## config.mk

```make
export PLATFORM = sky130hd
export DESIGN_NAME = miriscv_rvfi_serializer
export DESIGN_NICKNAME = d
export VERILOG_FILES = /design/src/rtl/miriscv_rvfi_pkg.sv /design/src/rtl/miriscv_rvfi_compact.sv /design/src/rtl/miriscv_rvfi_serializer.sv
export SDC_FILE = /design/constraint.sdc
export NUM_CORES = 2
export LEC_CHECK = 0
export BUFFER_PORTS_ARGS = -buffer_cell sky130_fd_sc_hd__buf_2
export CORE_AREA = 5 5 570 572
export CTS_BUF_LIST = sky130_fd_sc_hd__clkbuf_2
export DETAILED_ROUTE_END_ITERATION = 16
export DIE_AREA = 0 0 575 577
export PLACE_DENSITY = 0.57
export SYNTH_ARGS = -nofsm -noshare
export SYNTH_HDL_FRONTEND = slang
export SYNTH_SLANG_ARGS = --single-unit
```

## constraint.sdc

```tcl
create_clock -name clk -period 72.4 [get_ports clk]
set_clock_uncertainty 0.05 [all_clocks]
set_input_delay 14.48 -clock clk [delete_from_list [all_inputs] [get_ports clk]]
set_output_delay 14.48 -clock clk [all_outputs]
set_load 0.01 [all_outputs]
```

## src/rtl/miriscv_rvfi_pkg.sv

```systemverilog
// Shared RVFI retirement record type and helpers for the serializer slice.
package miriscv_rvfi_pkg;

  typedef struct packed {
    logic [63:0] order;
    logic [31:0] insn;
    logic        trap;
    logic        intr;
    logic [4:0]  rd_addr;
    logic [31:0] rd_wdata;
    logic [31:0] pc_rdata;
    logic [31:0] pc_wdata;
    logic [31:0] mem_addr;
    logic [3:0]  mem_rmask;
    logic [3:0]  mem_wmask;
    logic [31:0] mem_rdata;
    logic [31:0] mem_wdata;
  } rvfi_rec_t;

  localparam int unsigned REC_W = 303;

  function automatic int unsigned popcount(input logic [31:0] v);
    int unsigned c;
    c = 0;
    for (int unsigned i = 0; i < 32; i++) begin
      c = c + 32'(v[i]);
    end
    return c;
  endfunction

endpackage

```

## src/rtl/miriscv_rvfi_compact.sv

```systemverilog
// Maps per-slot retire valids to compacted FIFO write offsets and a total count.
module miriscv_rvfi_compact
  import miriscv_rvfi_pkg::*;
#(
  parameter  int unsigned NRET  = 2,
  localparam int unsigned OFF_W = $clog2(NRET + 1)
) (
  input  logic [NRET-1:0]            valid,
  output logic [NRET-1:0][OFF_W-1:0] offs,
  output logic [OFF_W-1:0]           n
);

  logic [OFF_W-1:0] acc;

  // Each slot's offset is the number of valid slots below it (exclusive prefix sum).
  always_comb begin
    offs = '0;
    acc  = '0;
    for (int unsigned i = 0; i < NRET; i++) begin
      offs[i] = acc;
      acc     = acc + OFF_W'(valid[i]);
    end
    n = OFF_W'(popcount(32'(valid)));
  end

endmodule

```

## src/rtl/miriscv_rvfi_serializer.sv

```systemverilog
// Buffers multi-slot RVFI retirements in program order and emits one record per
// valid/ready handshake, with overflow accounting and an order continuity check.
module miriscv_rvfi_serializer
  import miriscv_rvfi_pkg::*;
#(
  parameter  int unsigned NRET  = 2,
  parameter  int unsigned DEPTH = 8,
  parameter  int unsigned CNT_W = 16,
  localparam int unsigned AW    = $clog2(DEPTH),
  localparam int unsigned LW    = AW + 1,
  localparam int unsigned OFF_W = $clog2(NRET + 1)
) (
  input  logic                  clk,
  input  logic                  rst,
  input  logic                  flush,
  input  logic [NRET-1:0]       in_valid,
  input  logic [NRET*REC_W-1:0] in_rec,
  output logic                  in_ready,
  output logic                  out_valid,
  input  logic                  out_ready,
  output logic [REC_W-1:0]      out_rec,
  output logic [LW-1:0]         level,
  output logic                  overflow,
  output logic [CNT_W-1:0]      drop_cnt,
  output logic                  order_err
);

  rvfi_rec_t mem [DEPTH];

  logic [LW-1:0]              wptr;
  logic [LW-1:0]              rptr;
  logic [NRET-1:0][OFF_W-1:0] offs;
  logic [OFF_W-1:0]           n;
  rvfi_rec_t                  head;
  logic                       any_valid;
  logic                       push_ok;
  logic                       drop;
  logic                       pop;
  logic [CNT_W:0]             drop_sum;
  logic [63:0]                exp_order;
  logic                       exp_valid;

  miriscv_rvfi_compact #(.NRET(NRET)) u_compact (
    .valid (in_valid),
    .offs  (offs),
    .n     (n)
  );

  assign level     = wptr - rptr;
  assign in_ready  = (LW'(DEPTH) - level) >= LW'(NRET);
  assign out_valid = (level != '0);
  assign head      = mem[rptr[AW-1:0]];
  assign out_rec   = out_valid ? head : '0;

  assign any_valid = |in_valid;
  assign push_ok   = any_valid && in_ready;
  assign drop      = any_valid && !in_ready;
  assign pop       = out_valid && out_ready;
  assign drop_sum  = {1'b0, drop_cnt} + (CNT_W + 1)'(n);

  always_ff @(posedge clk) begin
    if (!rst && !flush && push_ok) begin
      for (int unsigned i = 0; i < NRET; i++) begin
        if (in_valid[i]) begin
          mem[wptr[AW-1:0] + AW'(offs[i])] <= in_rec[i*REC_W +: REC_W];
        end
      end
    end
  end

  always_ff @(posedge clk) begin
    if (rst) begin
      wptr      <= '0;
      rptr      <= '0;
      overflow  <= 1'b0;
      drop_cnt  <= '0;
      order_err <= 1'b0;
      exp_order <= '0;
      exp_valid <= 1'b0;
    end else if (flush) begin
      // Pushes and pops in the flush cycle are discarded without drop accounting or checking.
      wptr      <= '0;
      rptr      <= '0;
      exp_valid <= 1'b0;
    end else begin
      if (push_ok) begin
        wptr <= wptr + LW'(n);
      end
      if (drop) begin
        overflow <= 1'b1;
        drop_cnt <= drop_sum[CNT_W] ? '1 : drop_sum[CNT_W-1:0];
      end
      if (pop) begin
        rptr <= rptr + 1'b1;
        if (exp_valid && head.order != exp_order) begin
          order_err <= 1'b1;
        end
        exp_order <= head.order + 64'd1;
        exp_valid <= 1'b1;
      end
    end
  end

endmodule
```

==> results.yml <==
finish:
  multi_input_area_sq_mm: 0.0497
  area_growth_pct: 12.4
  drive_gt1_share_pct: 50.9
  final_nets: 9889
  final.fill_count: 29100
  layout_common_cells: "edfxtp_1, mux2_2, clkbuf_2"
  regArea_sq_mm: 0.0747
  mostFrequentLayoutCell: "edfxtp_1"
routing:
  wl_met1_mm: 169
  wl_met3_mm: 34.8
  totalWireLength_mm: 411
  drcViolationCount: 0
  via_per_inst: 5.69
  top_layer: "met5"
  wl_met2_mm: 194
  dr.pass1.iters: 6
  drtAntennaViolNets: 0
  routed-via-count: 80300
  drt_iter0_drc: 6854
  wl_per_cell_microns: 29.1
yosys:
  synth.distinct_cells: 85
  postSynth.asyncResetShare_pct: 0
  synth_seq_cells: 2518
  syn_nets: 8641
  syn-mean-instance-area_sq_um: 15.8
  ys_seq_area_share_pct: 58.9
  ys.flop_type: "edfxtp_1"
  yosys_warnings: 0
  netlist_area_sq_mm: 0.127
  synth_edf_count: 2424
  syn_inst: 8011
power_and_ir_drop:
  p_leak_nw: 49.3
  power_w: 0.00362
  powerDensity_mw_per_mm2: 25.4
  vdd_drop_max_mv: 0.0488
timing:
  max_freq_mhz: 44.9
  tightest_slew_ns: 1.38
  period_minus_slack_ns: 22.26
  finalSetupViolations: 0
  slew_viol_final: 0
  final.setup.tns_ns: 0
  hold_viol: 0
  finalCritPeriodShare_pct: 30.7
  holdWs_ns: 0.416
  slew_headroom_pct: 7.68
  rsz0062_at_grt: "no"
run_status:
  outcome: "complete, no violations"
critical_path:
  required_ns: 57.87
  critPathTopFamily: "buffers and inverters"
  worst_path_max_delay_cell: "buf_4"
  crit_chain: "buf_4, buf_4, buf_4, buf_4, buf_4, mux4_2, mux2i_1, nor2_1, buf_2"
  crit_type: "register to primary output"
  cp_common_cell: "buf_4"
  end_kind: "primary output"
  crit_buf_inv: 6
  crit_fanout: 41
  start_kind: "register"
  cp.arrival_ns: 7.73
  r2r-start: "wptr[0]"
  slowest_delay_ns: 0.79
clock_tree:
  cts_made_buffers: 686
  postCtsResizedCells: 0
  ctsHoldBuffers: 0
  cts_tree: "done"
  cts_buffer_depth: 4
  post-cts-setup-buffer-count: 0
  clockRootBuffer: "clkbuf_2"
  cts-htree-levels: 6
  clock_sinks: 2518
  worstSkewPairLatency_ns: 2.20
  clk_pin_slew_ns: 0.10
global_routing:
  grt_max_degree: 125
  grt_pass1_wl_mm: 591
  antenna_found_initial: 251
  grt_pass1_vias: 83600
  grtUsageTotal_pct: 24.0
  grt_overflow: 0
placed_design:
  gp_congestion: 0.826
  io_buffers: 938
  post-dp-hpwl_mm: 239
floorplan:
  dieArea_sq_mm: 0.332
  num_rows: 208
  ios: 939
  initial_core_util_pct: 39.7
  die_h_microns: 577
  die_x_microns: 575
  coreArea_sq_mm: 0.320
flow_run:
  max-cap-violations: 0
worst_hold_path:
  hp-class: "register to register"
  hold_start: "exp_order[12]"
## area by class of cell
type | count | share of cell area [%]
Clock buffer | 1050 | 3.69
Tap cell | 4200 | 3.69
Antenna cell | 130 | 0.228
Multi-Input combinational cell | 4920 | 34.9
Sequential cell | 2518 | 52.4
Timing Repair Buffer | 1103 | 4.32
Inverter | 30 | 0.0790
Clock inverter | 159 | 0.702
## power by group
group	internal, W	leakage (nW)	switching (W)
logic	0.000318	21.8	0.000572
clock network	0.000412	4.81	0.000637
registers	0.00166	22.6	0.0000177
total	0.00239	49.3	0.00123
## logic make-up (layout without fill, tap and decap cells)
group | Yosys count | after routing | share of synthesized area, %
AO/OA/AOI/OAI | 167 | 167 | 0.862
XOR/XNOR | 113 | 113 | 0.780
adder cells (fa/ha/maj) | 18 | 18 | 0.195
buffers and inverters | 573 | 2342 | 2.03
flip-flops | 2518 | 2518 | 58.9
multiplexers | 3032 | 3032 | 31.9
other | 0 | 130 | 0
AND/OR/NAND/NOR | 1590 | 1590 | 5.33
## cells in the mapped netlist (12+ instances only)
library cell,instances,area (sq um)
nor2_1,373,1400
mux4_2,573,12900
a211oi_1,22,165
edfxtp_1,2424,72800
a21oi_1,50,250
mux2_2,2124,23900
nand3_1,33,165
mux2i_1,308,3080
buf_2,55,275
or4_1,12,90.1
xor2_1,42,368
ha_1,15,188
mux4_1,16,420
o21ai_0,23,115
nand2_1,986,3700
buf_6,15,169
inv_1,28,105
clkbuf_1,381,1430
nand4_1,22,138
or3_1,12,75.1
dfxtp_1,94,1880
nor4_1,27,169
nor3_1,28,140
buf_1,70,263
xnor2_1,71,622
## tightest hold or removal path: stages (launching register included)
cell and delay, ns:
dfxtp_1 0.33, nand2_1 0.05, a21oi_1 0.05
## per-stage QoR
stage	instances	utilization [%]	worst slack [ns]	cell area, sq um
4_1_cts	14000	44.5	49.41	142000
2_1_floorplan	8011	-	24.87	127000
3_5_place_dp	12800	42.5	51.80	136000
6_report	14100	44.6	50.14	143000
3_3_place_gp	12800	42.5	51.85	136000
5_1_grt	14000	44.5	49.21	142000
## layer usage
layer | GRT usage, % | up-vias
met2 | 38.5 | 3280
li1 | - | 34400
met5 | 0 | -
met1 | 31.9 | 41500
met4 | 7.96 | 134
met3 | 6.26 | 920
## final timing paths
path	end	slack, ns	cells after the start
max	out_rec[162]	50.14	9
max reg2reg	mem[2][116]	64.74	18
min	exp_order[12]	0.42	2
min reg2reg	exp_order[12]	0.42	2
## state kept, by name (all words and copies together) (netlist names), named ones only
signal / cells
mem: 2424
exp_order: 64
drop_cnt: 16
rptr: 4
wptr: 4
exp_valid: 1
order_err: 1
overflow: 1
No activity file was read; power rests on OpenSTA's default activity.
